File: src/rtl/load_store_unit.sv
// load_store_unit: in-order load/store queue that serialises dual-lane dispatch onto one data-memory port
// Ports: clock_i / reset_i (async, active-low); lane A/B dispatch (enable, writeback flag/register,
//   opcode, address operand, store data); stall_o back-pressure to dispatch; memReq_o/memWe_o/
//   memAddr_o/memWdata_o request held until memAck_i, with load data on memRdata_i;
//   wbEnable_o/wbAddress_o/wbData_o load writeback; illegal_o bad-opcode pulse; overflow_o sticky drop flag.
module load_store_unit #(
  parameter int         QUEUE_DEPTH  = 4,
  parameter logic [6:0] LOAD_OPCODE  = 7'h20,
  parameter logic [6:0] STORE_OPCODE = 7'h21
) (
  input  logic        clock_i,
  input  logic        reset_i,
  input  logic        lsEnableA_i,
  input  logic        lsEnableB_i,
  input  logic        isWbLSA_i,
  input  logic        isWbLSB_i,
  input  logic [4:0]  lsWbAddressA_i,
  input  logic [4:0]  lsWbAddressB_i,
  input  logic [6:0]  lsOpCodeA_i,
  input  logic [6:0]  lsOpCodeB_i,
  input  logic [15:0] lsPoperandA_i,
  input  logic [15:0] lsPoperandB_i,
  input  logic [15:0] lsSoperandA_i,
  input  logic [15:0] lsSoperandB_i,
  output logic        stall_o,
  output logic        memReq_o,
  output logic        memWe_o,
  output logic [15:0] memAddr_o,
  output logic [15:0] memWdata_o,
  input  logic        memAck_i,
  input  logic [15:0] memRdata_i,
  output logic        wbEnable_o,
  output logic [4:0]  wbAddress_o,
  output logic [15:0] wbData_o,
  output logic        illegal_o,
  output logic        overflow_o
);
  localparam int PW = $clog2(QUEUE_DEPTH);
  localparam int CW = PW + 1;
  localparam logic [CW-1:0] DEPTH = CW'(QUEUE_DEPTH);

  typedef enum logic {IDLE, BUSY} state_t;
  typedef struct packed {
    logic        st;
    logic        wb;
    logic [4:0]  wa;
    logic [15:0] addr;
    logic [15:0] wd;
  } entry_t;

  entry_t        r_mem [QUEUE_DEPTH];
  logic [PW-1:0] r_wr_ptr, r_rd_ptr;
  logic [CW-1:0] r_count;
  state_t        r_state, w_state_next;
  logic          r_req, r_we, r_cur_wb, r_wb_en, r_illegal, r_overflow;
  logic [15:0]   r_addr, r_wdata, r_wb_data;
  logic [4:0]    r_cur_wa, r_wb_addr;

  logic          w_ls_a, w_ls_b, w_ok_a, w_ok_b, w_acc_a, w_acc_b, w_pop, w_done;
  logic [CW-1:0] w_space;
  entry_t        w_ent_a, w_ent_b, w_head;

  assign w_ls_a  = lsOpCodeA_i == LOAD_OPCODE || lsOpCodeA_i == STORE_OPCODE;
  assign w_ls_b  = lsOpCodeB_i == LOAD_OPCODE || lsOpCodeB_i == STORE_OPCODE;
  assign w_ok_a  = lsEnableA_i && w_ls_a;
  assign w_ok_b  = lsEnableB_i && w_ls_b;
  assign w_ent_a = '{lsOpCodeA_i == STORE_OPCODE, isWbLSA_i, lsWbAddressA_i, lsPoperandA_i, lsSoperandA_i};
  assign w_ent_b = '{lsOpCodeB_i == STORE_OPCODE, isWbLSB_i, lsWbAddressB_i, lsPoperandB_i, lsSoperandB_i};
  assign w_head  = r_mem[r_rd_ptr];

  // A slot freed by this cycle's pop is reusable in the same cycle; A wins the last slot.
  assign w_space = DEPTH - r_count + CW'(w_pop);
  assign w_acc_a = w_ok_a && w_space != '0;
  assign w_acc_b = w_ok_b && w_space > CW'(w_acc_a);

  assign stall_o = (DEPTH - r_count) < CW'(2);

  // Pops only look at entries present before this edge, so a new entry is never bypassed.
  always_comb begin
    w_done       = r_state == BUSY && memAck_i;
    w_pop        = (r_state == IDLE || w_done) && r_count != '0;
    w_state_next = w_pop ? BUSY : (w_done ? IDLE : r_state);
  end

  always_ff @(posedge clock_i) begin
    if (w_acc_a) r_mem[r_wr_ptr] <= w_ent_a;
    if (w_acc_b) r_mem[r_wr_ptr + PW'(w_acc_a)] <= w_ent_b;
  end

  always_ff @(posedge clock_i or negedge reset_i) begin
    if (!reset_i) begin
      r_state    <= IDLE;
      r_wr_ptr   <= '0;
      r_rd_ptr   <= '0;
      r_count    <= '0;
      r_req      <= 1'b0;
      r_we       <= 1'b0;
      r_addr     <= '0;
      r_wdata    <= '0;
      r_cur_wb   <= 1'b0;
      r_cur_wa   <= '0;
      r_wb_en    <= 1'b0;
      r_wb_addr  <= '0;
      r_wb_data  <= '0;
      r_illegal  <= 1'b0;
      r_overflow <= 1'b0;
    end else begin
      r_state    <= w_state_next;
      r_wr_ptr   <= r_wr_ptr + PW'(w_acc_a) + PW'(w_acc_b);
      r_rd_ptr   <= r_rd_ptr + PW'(w_pop);
      r_count    <= r_count + CW'(w_acc_a) + CW'(w_acc_b) - CW'(w_pop);
      r_illegal  <= (lsEnableA_i && !w_ls_a) || (lsEnableB_i && !w_ls_b);
      r_overflow <= r_overflow || (w_ok_a && !w_acc_a) || (w_ok_b && !w_acc_b);
      r_wb_en    <= w_done && !r_we && r_cur_wb;
      if (w_done && !r_we) begin
        r_wb_addr <= r_cur_wa;
        r_wb_data <= memRdata_i;
      end
      if (w_pop) begin
        r_req    <= 1'b1;
        r_we     <= w_head.st;
        r_addr   <= w_head.addr;
        r_wdata  <= w_head.wd;
        r_cur_wb <= w_head.wb;
        r_cur_wa <= w_head.wa;
      end else if (w_done) begin
        r_req <= 1'b0;
      end
    end
  end

  assign memReq_o    = r_req;
  assign memWe_o     = r_we;
  assign memAddr_o   = r_addr;
  assign memWdata_o  = r_wdata;
  assign wbEnable_o  = r_wb_en;
  assign wbAddress_o = r_wb_addr;
  assign wbData_o    = r_wb_data;
  assign illegal_o   = r_illegal;
  assign overflow_o  = r_overflow;
endmodule

File: config.mk
export PLATFORM = sky130hd
export DESIGN_NAME = load_store_unit
export DESIGN_NICKNAME = d
export VERILOG_FILES = /design/src/rtl/load_store_unit.sv
export SDC_FILE = /design/constraint.sdc
export NUM_CORES = 1
export LEC_CHECK = 0
export CORE_ASPECT_RATIO = 1.4
export CORE_MARGIN = 2
export CORE_UTILIZATION = 50
export DETAILED_ROUTE_END_ITERATION = 8
export GPL_TIMING_DRIVEN = 0
export PLACE_DENSITY_LB_ADDON = 0.1
export SLEW_MARGIN = 10
export SYNTH_ARGS = -nofsm -noshare
export SYNTH_HDL_FRONTEND = slang
export SYNTH_SLANG_ARGS = --single-unit
File: constraint.sdc
create_clock -name clock_i -period 5 [get_ports clock_i]
set_input_delay 1 -clock clock_i [delete_from_list [all_inputs] [get_ports clock_i]]
set_output_delay 1 -clock clock_i [all_outputs]
set_load 0.01 [all_outputs]
==> results.cfg <==
[status]
status = completed

[floorplan]
dieArea_sq_um = 22200
die_x_um = 127
coreArea_sq_um = 20600
rows = 62
die_y_um = 176
start_util_pct = 51.1
ioPinCount = 170

[timing]
period_needed_ns = 4.39
setup_violations = 0
fin_tns_setup_ns = 0
finClkSkew_ns = 0.00809
maxSlewViolCount = 0
slew_headroom_pct = 41.7
period_share_pct = 87.8
worst_pin_slew_ns = 0.875
fmax_mhz = 228
holdWs_ns = 0.473
rsz0062_at_grt = no
final-hold-violation-count = 0

[worst_setup_path]
critPathMaxStageDelay_ns = 0.63
cp_top_family = buffers and inverters
crit_type = input pin to register
cp.arrival_ns = 4.53
cpMaxStageDelayCell = a31o_4
crit_path_start_kind = input pin
endpoint_kind = register
crit_fanout = 39
crit_chain = clkdlybuf4s50_1 -> nor2b_1 -> nor3_1 -> ha_1 -> xnor2_1 -> nor2_1 -> a31oi_4 -> buf_4 -> ha_1 -> buf_1 -> nor3b_1 -> a31o_4
required_ns = 5.14
path_common_cell = ha_1
path_buf_inv = 3

[layout]
nets = 905
diodes = 0
drive_gt1_share_pct = 37.8
fin_cells = 1060
area_growth_pct = 27.8

[place]
place.detailed.hpwl_um = 16100
io_buffers = 169
gp_congestion = 0.741
place_inst = 1012

[clock_network]
clk_pin_slew_ns = 0.06
clkSinkCount = 227
clock_latency_ns = 0.51
h-tree-depth = 1
clockRootBuffer = clkbuf_16
cts_max_path_buffers = 3
cts_tree = yes
cts_buffers = 24

[logic_synthesis]
ys_async_sr_fraction_pct = 31.3
synth_nets = 704
synth-seq-area-share_pct = 61.5
ys_seq_elements = 227
ys_warn_count = 0
yosysUniqueCellTypes = 41
syn_avg_cell_area_sq_um = 18.0
synth_top_area_share_pct = 44.6
synth-edff-count = 156
yosysTopAreaCell = edfxtp_1
synthCells = 585
ys.flop_type = edfxtp_1
synth_area_sq_um = 10500
ys_top_cells_by_area = edfxtp_1 (45%), mux2_2 (20%), dfrtp_1 (17%)

[pwr]
p_leak_nw = 4.80
internal-power_w = 0.00448
clkPwrFrac_pct = 27.1
seqPwrFrac_pct = 40.0
switching_share_pct = 28.0
switching_power_w = 0.00174
vdd_ir_drop_max_v = 0.000291
p_comb_share_pct = 32.8
powerDensity_nw_per_um2 = 463

[grt]
grt_pass1_vias = 6599
gr-total-overflow = 0
grt_antenna_before_repair = 0
grt_pass1_wl_um = 36900
grt_max_degree = 41
track_usage_pct = 21.8

[drt]
drtIter0Drc = 307
ant_nets = 0
vias_per_cell = 5.73
post_drt_wl_per_cell_um = 23.5
drt_first_pass_iters = 4
wirelength_um = 24900
vias = 6076
route.detailed.drc = 0

[worst_hold_path]
hold_class = input pin to asynchronous set/reset pin

[job]
cap_viol_max_count = 0
cells by family (layout without fill, tap and decap cells):
| logic type | after synthesis | in the layout | synth area share, % |
|---|---|---|---|
| adders and majority gates | 8 | 8 | 1.10 |
| xor gates and xnor gates | 8 | 8 | 0.738 |
| DFF | 227 | 227 | 61.5 |
| AOI/OAI and AO/OA | 13 | 15 | 1.04 |
| and+or+nand+nor | 35 | 35 | 1.98 |
| buffers and inverters | 40 | 257 | 2.01 |
| muxes | 254 | 254 | 31.7 |
sequential cells by signal (all words and copies together) (netlist names), 2 cells and up:
signal       flops
wbAddress_o      5
wbData_o        16
r_wr_ptr         2
r_count          3
memAddr_o       16
r_mem          156
r_rd_ptr         2
r_cur_wa         5
memWdata_o      16
layout by cell type (no fill, tap or decap), types with 8 or more instances in the layout:
| cell | instances |
|---|---|
| mux2_1 | 19 |
| mux2_2 | 183 |
| clkbuf_1 | 17 |
| clkbuf_16 | 25 |
| dfrtp_1 | 71 |
| clkdlybuf4s50_1 | 168 |
| inv_1 | 8 |
| buf_2 | 13 |
| nor2_1 | 8 |
| mux2_4 | 9 |
| mux4_2 | 39 |
| edfxtp_1 | 156 |
cell type report:
type,instances,area [sq um]
clock inverter,7,36.3
inverter,8,30.0
buffer,32,181
fill,1484,7130
multi-input combinational,320,3940
sequential,227,6460
timing repair buffer,173,1750
clock buffer,37,711
tap,256,320
cell usage after synthesis (2+ instances only):
| master | number |
|---|---|
| xnor2_1 | 5 |
| buf_6 | 5 |
| mux2_2 | 183 |
| nor2_1 | 8 |
| dfrtp_1 | 71 |
| a22o_1 | 2 |
| a31o_2 | 2 |
| nand2_1 | 4 |
| mux4_2 | 39 |
| inv_1 | 8 |
| buf_4 | 2 |
| buf_2 | 13 |
| edfxtp_1 | 156 |
| nand2b_1 | 2 |
| ha_1 | 6 |
| clkbuf_1 | 9 |
| nand3b_1 | 2 |
| mux2_1 | 19 |
| nor3_1 | 2 |
| fa_1 | 2 |
| xor2_1 | 2 |
| mux2i_1 | 4 |
| mux2_4 | 9 |
| o21ai_0 | 3 |
| nand3_1 | 6 |
| nor2b_1 | 4 |
| buf_1 | 3 |
metal layers:
metal  global-route usage (%)  share of wire (%)  wire [um]  up-vias
li1                         -                  -          -     2719
met4                     5.54                2.0        488        0
met5                        0                  0          0        -
met3                     3.53                6.0       1490       36
met1                     27.3                 38       9560     3116
met2                     39.5                 54      13400      205
repair_timing:
| action | in CTS | in global routing |
|---|---|---|
| setup buffers | 0 | 2 |
| pin swaps | 0 | 1 |
| cloned | 0 | 2 |
| gates resized for setup | 2 | 5 |
| setup endpoints to repair | 28 | 52 |
| hold buffers | 0 | 0 |
path summary, 6_finish.rpt:
| kind | startpoint | to | slack, ns | depth (start not counted) |
|---|---|---|---|---|
| setup reg to reg | r_count[0]$_DFF_PN0_ | r_mem[3][22]$_DFFE_PP_ | 0.85 | 13 |
| hold reg to reg | r_cur_wb$_DFFE_PN0P_ | wbEnable_o$_DFF_PN0_ | 0.49 | 2 |
| min in group clock_i | r_cur_wb$_DFFE_PN0P_ | wbEnable_o$_DFF_PN0_ | 0.49 | 2 |
| setup / recovery | memAck_i | r_mem[3][22]$_DFFE_PP_ | 0.61 | 12 |
| hold / removal | reset_i | r_count[2]$_DFF_PN0_ | 0.47 | 1 |
| max in group asynchronous | reset_i | memAddr_o[6]$_DFFE_PN0P_ | 3.92 | 2 |
per-stage QoR:
stage	utilization [%]	total power, W	area (sq um)	worst slack [ns]
finish	65.3	0.00622	13400	0.608
global route	65.3	0.00652	13400	0.380
CTS	65.0	0.00626	13400	0.183
detailed placement	61.3	0.00457	12600	-0.646
global placement	60.9	0.00451	12500	-1.30
floorplan	-	0.00366	10500	0.380
power by group through the flow:
stage                     Combinational (W)  Sequential, W  Clock [W]
after CTS                           0.00206        0.00249    0.00172
after global routing                0.00220        0.00252    0.00180
after global placement              0.00200        0.00251          0
after detailed placement            0.00205        0.00252          0
final                               0.00204        0.00249    0.00169
after floorplan                     0.00106        0.00260          0
worst reg2reg max path: cells and delay by family, from the launching register on:
family	cells	cell delay, ns
AOI/OAI and AO/OA	2	0.75
xor gates and xnor gates	1	0.14
adders and majority gates	4	0.92
and+or+nand+nor	3	0.87
buffers and inverters	3	0.70
DFF	1	0.35
(Power assumes the default switching activity.)
